===== config.mk =====
export PLATFORM = sky130hd
export DESIGN_NAME = eth_clk_rst_seq_flat
export DESIGN_NICKNAME = d
export VERILOG_FILES = /design/src/rtl/eth_pkg.sv /design/src/rtl/eth_clk_rst_seq_if.sv /design/src/rtl/eth_sync_2ff.sv /design/src/rtl/eth_clk_rst_seq.sv /design/src/flat_wrapper.sv
export SDC_FILE = /design/constraint.sdc
export NUM_CORES = 1
export LEC_CHECK = 0
export ABC_AREA = 1
export CAP_MARGIN = 20
export CORE_MARGIN = 2
export CORE_UTILIZATION = 30
export CTS_CLUSTER_DIAMETER = 200
export DETAILED_ROUTE_END_ITERATION = 16
export PLACE_DENSITY = 0.59
export SYNTH_ARGS = -nofsm -noshare
export SYNTH_HDL_FRONTEND = slang
export SYNTH_HIERARCHICAL = 1
export SYNTH_SLANG_ARGS = --single-unit

===== constraint.sdc =====
create_clock -name clk_in -period 1.9 [get_ports clk_in]
set_clock_uncertainty 0.05 [all_clocks]
set_input_delay 0.19 -clock clk_in [delete_from_list [all_inputs] [get_ports clk_in]]
set_output_delay 0.19 -clock clk_in [all_outputs]
set_load 0.005 [all_outputs]

===== src/rtl/eth_pkg.sv =====
// Shared types and default sequencing constants for the Ethernet clocking block.
package eth_pkg;

  typedef enum logic [2:0] {
    RST_MMCM  = 3'd0,
    WAIT_LOCK = 3'd1,
    STABLE    = 3'd2,
    PHY_RST   = 3'd3,
    PHY_WAIT  = 3'd4,
    RUN       = 3'd5,
    FAIL      = 3'd6
  } eth_seq_st_t;

  localparam int unsigned DEF_RST_CYCLES      = 16;
  localparam int unsigned DEF_LOCK_TIMEOUT    = 100000;
  localparam int unsigned DEF_STABLE_CYCLES   = 1024;
  localparam int unsigned DEF_PHY_RST_CYCLES  = 1000000;
  localparam int unsigned DEF_PHY_WAIT_CYCLES = 500000;
  localparam int unsigned DEF_MAX_RETRIES     = 3;
  localparam int unsigned DEF_CNT_W           = 32;

  typedef struct packed {
    logic mmcm_rst;
    logic phy_rst_n;
    logic eth_rst_n;
    logic ready;
    logic fail;
  } eth_seq_out_t;

  // Output decode for a sequencer state; every pin is a pure function of state.
  function automatic eth_seq_out_t seq_outputs(input eth_seq_st_t st);
    eth_seq_out_t o;
    o = '{mmcm_rst: 1'b0, phy_rst_n: 1'b0, eth_rst_n: 1'b0, ready: 1'b0, fail: 1'b0};
    case (st)
      RST_MMCM: o.mmcm_rst = 1'b1;
      PHY_WAIT: o.phy_rst_n = 1'b1;
      RUN: begin
        o.phy_rst_n = 1'b1;
        o.eth_rst_n = 1'b1;
        o.ready     = 1'b1;
      end
      FAIL: begin
        o.mmcm_rst = 1'b1;
        o.fail     = 1'b1;
      end
      default: ;
    endcase
    return o;
  endfunction

endpackage


===== src/rtl/eth_clk_rst_seq_if.sv =====
// Control/status bundle between the clock/reset sequencer and its environment.
interface eth_clk_rst_seq_if;
  logic       clk_locked;
  logic       soft_restart;
  logic       mmcm_rst;
  logic       phy_rst_n;
  logic       eth_rst_n;
  logic       ready;
  logic       fail;
  logic [1:0] retry_cnt;
  logic [7:0] lock_loss_cnt;
  logic [2:0] state_o;

  modport master (
    input  clk_locked, soft_restart,
    output mmcm_rst, phy_rst_n, eth_rst_n, ready, fail,
           retry_cnt, lock_loss_cnt, state_o
  );

  modport slave (
    output clk_locked, soft_restart,
    input  mmcm_rst, phy_rst_n, eth_rst_n, ready, fail,
           retry_cnt, lock_loss_cnt, state_o
  );
endinterface


===== src/rtl/eth_sync_2ff.sv =====
// Two-flop synchronizer for level signals crossing into the clk domain.
module eth_sync_2ff #(
  parameter int WIDTH = 1
) (
  input  logic             clk,
  input  logic             rst_n,
  input  logic [WIDTH-1:0] d,
  output logic [WIDTH-1:0] q
);

  logic [WIDTH-1:0] meta;

  // NOTE: non-blocking assignments keep meta->q a true two-stage pipeline.
  always_ff @(posedge clk) begin
    if (!rst_n) begin
      meta <= '0;
      q    <= '0;
    end else begin
      meta <= d;
      q    <= meta;
    end
  end

endmodule


===== src/rtl/eth_clk_rst_seq.sv =====
// Clock/reset sequencer: MMCM reset, lock qualification, timed PHY reset and
// Ethernet-domain reset release, with bounded lock-timeout retries.
module eth_clk_rst_seq
  import eth_pkg::*;
#(
  parameter int unsigned RST_CYCLES      = DEF_RST_CYCLES,
  parameter int unsigned LOCK_TIMEOUT    = DEF_LOCK_TIMEOUT,
  parameter int unsigned STABLE_CYCLES   = DEF_STABLE_CYCLES,
  parameter int unsigned PHY_RST_CYCLES  = DEF_PHY_RST_CYCLES,
  parameter int unsigned PHY_WAIT_CYCLES = DEF_PHY_WAIT_CYCLES,
  parameter int unsigned MAX_RETRIES     = DEF_MAX_RETRIES,
  parameter int unsigned CNT_W           = DEF_CNT_W
) (
  input  logic              clk_in,
  input  logic              rst_in,
  eth_clk_rst_seq_if.master bus
);

  localparam logic [CNT_W-1:0] LD_RST    = CNT_W'(RST_CYCLES - 1);
  localparam logic [CNT_W-1:0] LD_LOCK   = CNT_W'(LOCK_TIMEOUT - 1);
  localparam logic [CNT_W-1:0] LD_STABLE = CNT_W'(STABLE_CYCLES - 1);
  localparam logic [CNT_W-1:0] LD_PHYRST = CNT_W'(PHY_RST_CYCLES - 1);
  localparam logic [CNT_W-1:0] LD_PHYWT  = CNT_W'(PHY_WAIT_CYCLES - 1);
  localparam logic [1:0]       MAX_R     = 2'(MAX_RETRIES);

  eth_seq_st_t      state, state_nx;
  logic [CNT_W-1:0] cnt, cnt_nx;
  logic [1:0]       retry_q, retry_nx;
  logic [7:0]       llc_q, llc_nx;
  eth_seq_out_t     out_q;
  logic             lock_s;
  logic             cnt_zero;

  eth_sync_2ff #(.WIDTH(1)) u_lock_sync (
    .clk   (clk_in),
    .rst_n (rst_in),
    .d     (bus.clk_locked),
    .q     (lock_s)
  );

  assign cnt_zero = (cnt == '0);

  // NOTE: every variable gets a default first, so no path can infer a latch.
  always_comb begin
    state_nx = state;
    cnt_nx   = cnt_zero ? cnt : cnt - CNT_W'(1);
    retry_nx = retry_q;
    llc_nx   = llc_q;

    if (bus.soft_restart) begin
      state_nx = RST_MMCM;
      cnt_nx   = LD_RST;
      retry_nx = '0;
    end else begin
      // Lock-related exits are tested before counter expiry so they win ties.
      case (state)
        RST_MMCM: if (cnt_zero) begin
          state_nx = WAIT_LOCK;
          cnt_nx   = LD_LOCK;
        end
        WAIT_LOCK: begin
          if (lock_s) begin
            state_nx = STABLE;
            cnt_nx   = LD_STABLE;
          end else if (cnt_zero) begin
            if (retry_q < MAX_R) begin
              state_nx = RST_MMCM;
              cnt_nx   = LD_RST;
              retry_nx = retry_q + 2'd1;
            end else begin
              state_nx = FAIL;
            end
          end
        end
        STABLE: begin
          if (!lock_s) begin
            state_nx = WAIT_LOCK;
            cnt_nx   = LD_LOCK;
          end else if (cnt_zero) begin
            state_nx = PHY_RST;
            cnt_nx   = LD_PHYRST;
          end
        end
        PHY_RST: begin
          if (!lock_s) begin
            state_nx = RST_MMCM;
            cnt_nx   = LD_RST;
          end else if (cnt_zero) begin
            state_nx = PHY_WAIT;
            cnt_nx   = LD_PHYWT;
          end
        end
        PHY_WAIT: begin
          if (!lock_s) begin
            state_nx = RST_MMCM;
            cnt_nx   = LD_RST;
          end else if (cnt_zero) begin
            state_nx = RUN;
          end
        end
        RUN: if (!lock_s) begin
          state_nx = RST_MMCM;
          cnt_nx   = LD_RST;
          retry_nx = '0;
          if (llc_q != 8'hFF) llc_nx = llc_q + 8'd1;
        end
        FAIL: ;
        default: begin
          state_nx = RST_MMCM;
          cnt_nx   = LD_RST;
        end
      endcase
    end
  end

  // Outputs are registered from the next-state decode, so they always match
  // the state register and never glitch.
  always_ff @(posedge clk_in) begin
    if (!rst_in) begin
      state   <= RST_MMCM;
      cnt     <= LD_RST;
      retry_q <= '0;
      llc_q   <= '0;
      out_q   <= seq_outputs(RST_MMCM);
    end else begin
      state   <= state_nx;
      cnt     <= cnt_nx;
      retry_q <= retry_nx;
      llc_q   <= llc_nx;
      out_q   <= seq_outputs(state_nx);
    end
  end

  assign bus.mmcm_rst      = out_q.mmcm_rst;
  assign bus.phy_rst_n     = out_q.phy_rst_n;
  assign bus.eth_rst_n     = out_q.eth_rst_n;
  assign bus.ready         = out_q.ready;
  assign bus.fail          = out_q.fail;
  assign bus.retry_cnt     = retry_q;
  assign bus.lock_loss_cnt = llc_q;
  assign bus.state_o       = state;

endmodule


===== src/flat_wrapper.sv =====
// flat-port wrapper written by rule: the top's interface ports become plain ports
module eth_clk_rst_seq_flat import eth_pkg::*;
#(
  parameter int unsigned RST_CYCLES      = DEF_RST_CYCLES,
  parameter int unsigned LOCK_TIMEOUT    = DEF_LOCK_TIMEOUT,
  parameter int unsigned STABLE_CYCLES   = DEF_STABLE_CYCLES,
  parameter int unsigned PHY_RST_CYCLES  = DEF_PHY_RST_CYCLES,
  parameter int unsigned PHY_WAIT_CYCLES = DEF_PHY_WAIT_CYCLES,
  parameter int unsigned MAX_RETRIES     = DEF_MAX_RETRIES,
  parameter int unsigned CNT_W           = DEF_CNT_W
)
  (clk_in, rst_in, bus_clk_locked, bus_soft_restart, bus_mmcm_rst, bus_phy_rst_n, bus_eth_rst_n, bus_ready, bus_fail, bus_retry_cnt, bus_lock_loss_cnt, bus_state_o);
  eth_clk_rst_seq_if bus_i ();
  input  logic clk_in;
  input  logic rst_in;
  input wire logic [$bits(bus_i.clk_locked)-1:0] bus_clk_locked;
  input wire logic [$bits(bus_i.soft_restart)-1:0] bus_soft_restart;
  output wire logic [$bits(bus_i.mmcm_rst)-1:0] bus_mmcm_rst;
  output wire logic [$bits(bus_i.phy_rst_n)-1:0] bus_phy_rst_n;
  output wire logic [$bits(bus_i.eth_rst_n)-1:0] bus_eth_rst_n;
  output wire logic [$bits(bus_i.ready)-1:0] bus_ready;
  output wire logic [$bits(bus_i.fail)-1:0] bus_fail;
  output wire logic [$bits(bus_i.retry_cnt)-1:0] bus_retry_cnt;
  output wire logic [$bits(bus_i.lock_loss_cnt)-1:0] bus_lock_loss_cnt;
  output wire logic [$bits(bus_i.state_o)-1:0] bus_state_o;
  assign bus_i.clk_locked = bus_clk_locked;
  assign bus_i.soft_restart = bus_soft_restart;
  assign bus_mmcm_rst = bus_i.mmcm_rst;
  assign bus_phy_rst_n = bus_i.phy_rst_n;
  assign bus_eth_rst_n = bus_i.eth_rst_n;
  assign bus_ready = bus_i.ready;
  assign bus_fail = bus_i.fail;
  assign bus_retry_cnt = bus_i.retry_cnt;
  assign bus_lock_loss_cnt = bus_i.lock_loss_cnt;
  assign bus_state_o = bus_i.state_o;
  eth_clk_rst_seq #(.RST_CYCLES(RST_CYCLES), .LOCK_TIMEOUT(LOCK_TIMEOUT), .STABLE_CYCLES(STABLE_CYCLES), .PHY_RST_CYCLES(PHY_RST_CYCLES), .PHY_WAIT_CYCLES(PHY_WAIT_CYCLES), .MAX_RETRIES(MAX_RETRIES), .CNT_W(CNT_W)) u_core (.clk_in(clk_in), .rst_in(rst_in), .bus(bus_i));
endmodule

==> results.cfg <==
[final_layout]
drive_above_1_share_pct = 27.0
multi_input_comb_area_um2 = 2080
seq_area_um2 = 1030
final_nets = 589
layoutNonFillerInstCount = 717
nFillCells = 1070
syn_to_final_growth_pct = 33.7
antenna_cells = 0

[synth]
syn_area_um2 = 3250
ys.warnings.count = 6
synth.net_count = 499
syn_area_per_cell_um2 = 6.62
ys_ff_latch = 51
yosys-top-cells-count = nand2_1 (106), nor2_1 (77), dfxtp_1 (51), inv_1 (51), nand3_1 (30)
syn-instance-count = 490
synth-async-reset-ratio_pct = 0
synth.most_common_cell = nand2_1
synth_area_leader_cell = dfxtp_1
ys_seq_area_share_pct = 31.5
synth_edf_count = 0
synthFlopType = dfxtp_1
ys_top_cells_by_area = dfxtp_1 (31%), nand2_1 (12%), nor2_1 (8.9%)
synth_cell_types = 40
synth_top_area_share_pct = 31.5

[route]
routed_wl_um = 9400
viasPerCell = 4.72
first_pass_iters = 4
remaining_drc_errors = 0
first_iter_violations = 252
wire_per_inst_um = 13.1
vias = 3386
ant_nets = 0

[clock_tree]
ctsHoldBuffers = 0
cts_tree = built
clk_latency_ns = 0.31
htreeDepth = 2
clk_pin_slew_ns = 0.10
ctsRootBufferMaster = clkbuf_8
cts_sinks = 51
numCtsBuffers = 5
clockBufferDepth = 2

[sta]
hold_viol_final = 0
rsz0062_at_grt = yes
setup_violations = 0
worstMarginPinSlew_ns = 0.391
min_period_over_period_pct = 98.2
max_freq_mhz = 536
period_minus_slack_ns = 1.87
drv_slew = 0
maxSlewHeadroom_pct = 73.9
setup_ws_ns = 0.0339

[die]
initial_core_util_pct = 31.2
dieArea_um2 = 11700
core-area_um2 = 10400
die_w_um = 108
pin_count = 22
row_count = 37
die_h_um = 108

[global_route]
grt.total_usage_pct = 16.4
grt_pass1_vias = 3288
antenna_found_initial = 0
grt_pass1_wl_um = 15200
grt_overflow = 0
grt_max_degree = 16

[placement]
place_ws_ns = -0.104
placed_cells = 700
io_buffers = 21
gp_congestion = 0.921
dp_hpwl_um = 7390

[critical_path]
crit_type = reg -> reg
crit_fanout = 14
end_kind = flop
crit_arrival_ns = 2.03
cp.required_ns = 2.06
start_kind = flop

[pwr]
p_per_area_nw_per_um2 = 452
p_leak_nw = 2.04
ir_drop_v = 0.000312

[min_path]
hold_class = in -> reg

[flow_run]
cap_viol_max_count = 0

[status]
status = finished clean
==> final timing paths <==
check                                        startpoint                       to  slack (ns)  cells past startpoint
worst max-delay path                      u_core/cnt[0]           u_core/cnt[29]        0.03                     12
worst min-delay path                     bus_clk_locked  u_core/u_lock_sync/meta        0.35                      3
worst max register to register            u_core/cnt[0]           u_core/cnt[29]        0.03                     12
worst min register to register  u_core/u_lock_sync/meta     u_core/u_lock_sync/q        0.37                      2
==> critical path, stage by stage (launching register included) <==
cell and delay (ns):
dfxtp_2 0.35, inv_4 0.08, ha_4 0.14, nand2_1 0.06
nor2_2 0.13, nand2_2 0.10, nor2_8 0.18, nor2_1 0.09
nor2_4 0.10, nand3_2 0.11, o21ai_4 0.15, buf_12 0.17
nor2_1 0.06
==> logic make-up (layout without fill, tap and decap cells) <==
kind of cell | count (synthesis) | count (layout) | share of synthesized area, %
and+or+nand+nor | 291 | 291 | 42.8
DFF | 51 | 51 | 31.5
buffers and inverters | 60 | 151 | 7.59
AOI/OAI and AO/OA | 64 | 64 | 11.1
xor gates and xnor gates | 19 | 19 | 5.13
adders and majority gates | 5 | 5 | 1.93
==> metrics by stage <==
| stage | instance area (µm²) | TNS [ns] | util (%) | hold WS [ns] | total power [mW] |
|---|---|---|---|---|---|
| floorplan | 3250 | 0 | - | 0.233 | 1.13 |
| global placement | 4040 | -0.171 | 38.8 | 0.346 | 1.17 |
| detailed placement | 4040 | -1.10 | 38.8 | 0.350 | 1.17 |
| CTS | 4190 | -0.00314 | 40.2 | 0.339 | 1.98 |
| global route | 4340 | -1.64 | 41.7 | 0.344 | 2.04 |
| finish | 4340 | 0 | 41.7 | 0.350 | 1.96 |
==> power by group <==
group / internal, mW / switching, mW
Combinational: 0.0396 / 0.0426
Sequential: 1.07 / 0.00427
Clock: 0.427 / 0.377
==> flip-flops by register name, summed over array words and instances (netlist names), 2 cells and up <==
| name | cells |
|---|---|
| u_core/bus.lock_loss_cnt | 8 |
| u_core/bus.retry_cnt | 2 |
| u_core/bus.state_o | 3 |
| u_core/cnt | 32 |
==> cell type report <==
type,instances,area share (%)
Tap cell,136,3.92
Timing Repair Buffer,89,17.0
Clock inverter,2,0.807
Sequential cell,51,23.7
Inverter,54,4.73
Multi-Input combinational cell,379,47.9
Clock buffer,6,1.90
==> layout by cell type (no fill, tap or decap), drive strengths merged <==
cell	instances
a21oi	22
a31o	1
a31oi	3
and2	2
and3	2
buf	68
bufinv	1
clkbuf	6
clkdlybuf4s50	21
clkinv	1
dfxtp	51
ha	5
inv	54
nand2	115
nand3	32
nand3b	1
nand4	11
nor2	108
nor3	14
nor3b	2
nor4	1
o2111ai	1
o211ai	2
o21a	2
o21ai	31
o22ai	1
o311a	1
or2	3
xnor2	4
xor2	15
==> per-layer routing <==
layer | global-route usage (%) | routed length (µm) | vias up | share of wire, %
met5 | 0 | 0 | - | 0
met4 | 4.21 | 78 | 0 | 0.83
met3 | 3.25 | 532 | 9 | 5.7
met2 | 28.0 | 4500 | 86 | 48
met1 | 21.2 | 4300 | 1529 | 46
li1 | - | - | 1762 | -
==> repair_timing <==
action | CTS | global route
setup endpoints to repair | 29 | 40
resized for setup | 6 | 30
pin swaps | 3 | 12
setup buffers | 2 | 7
No activity file was read; power rests on OpenSTA's default activity.
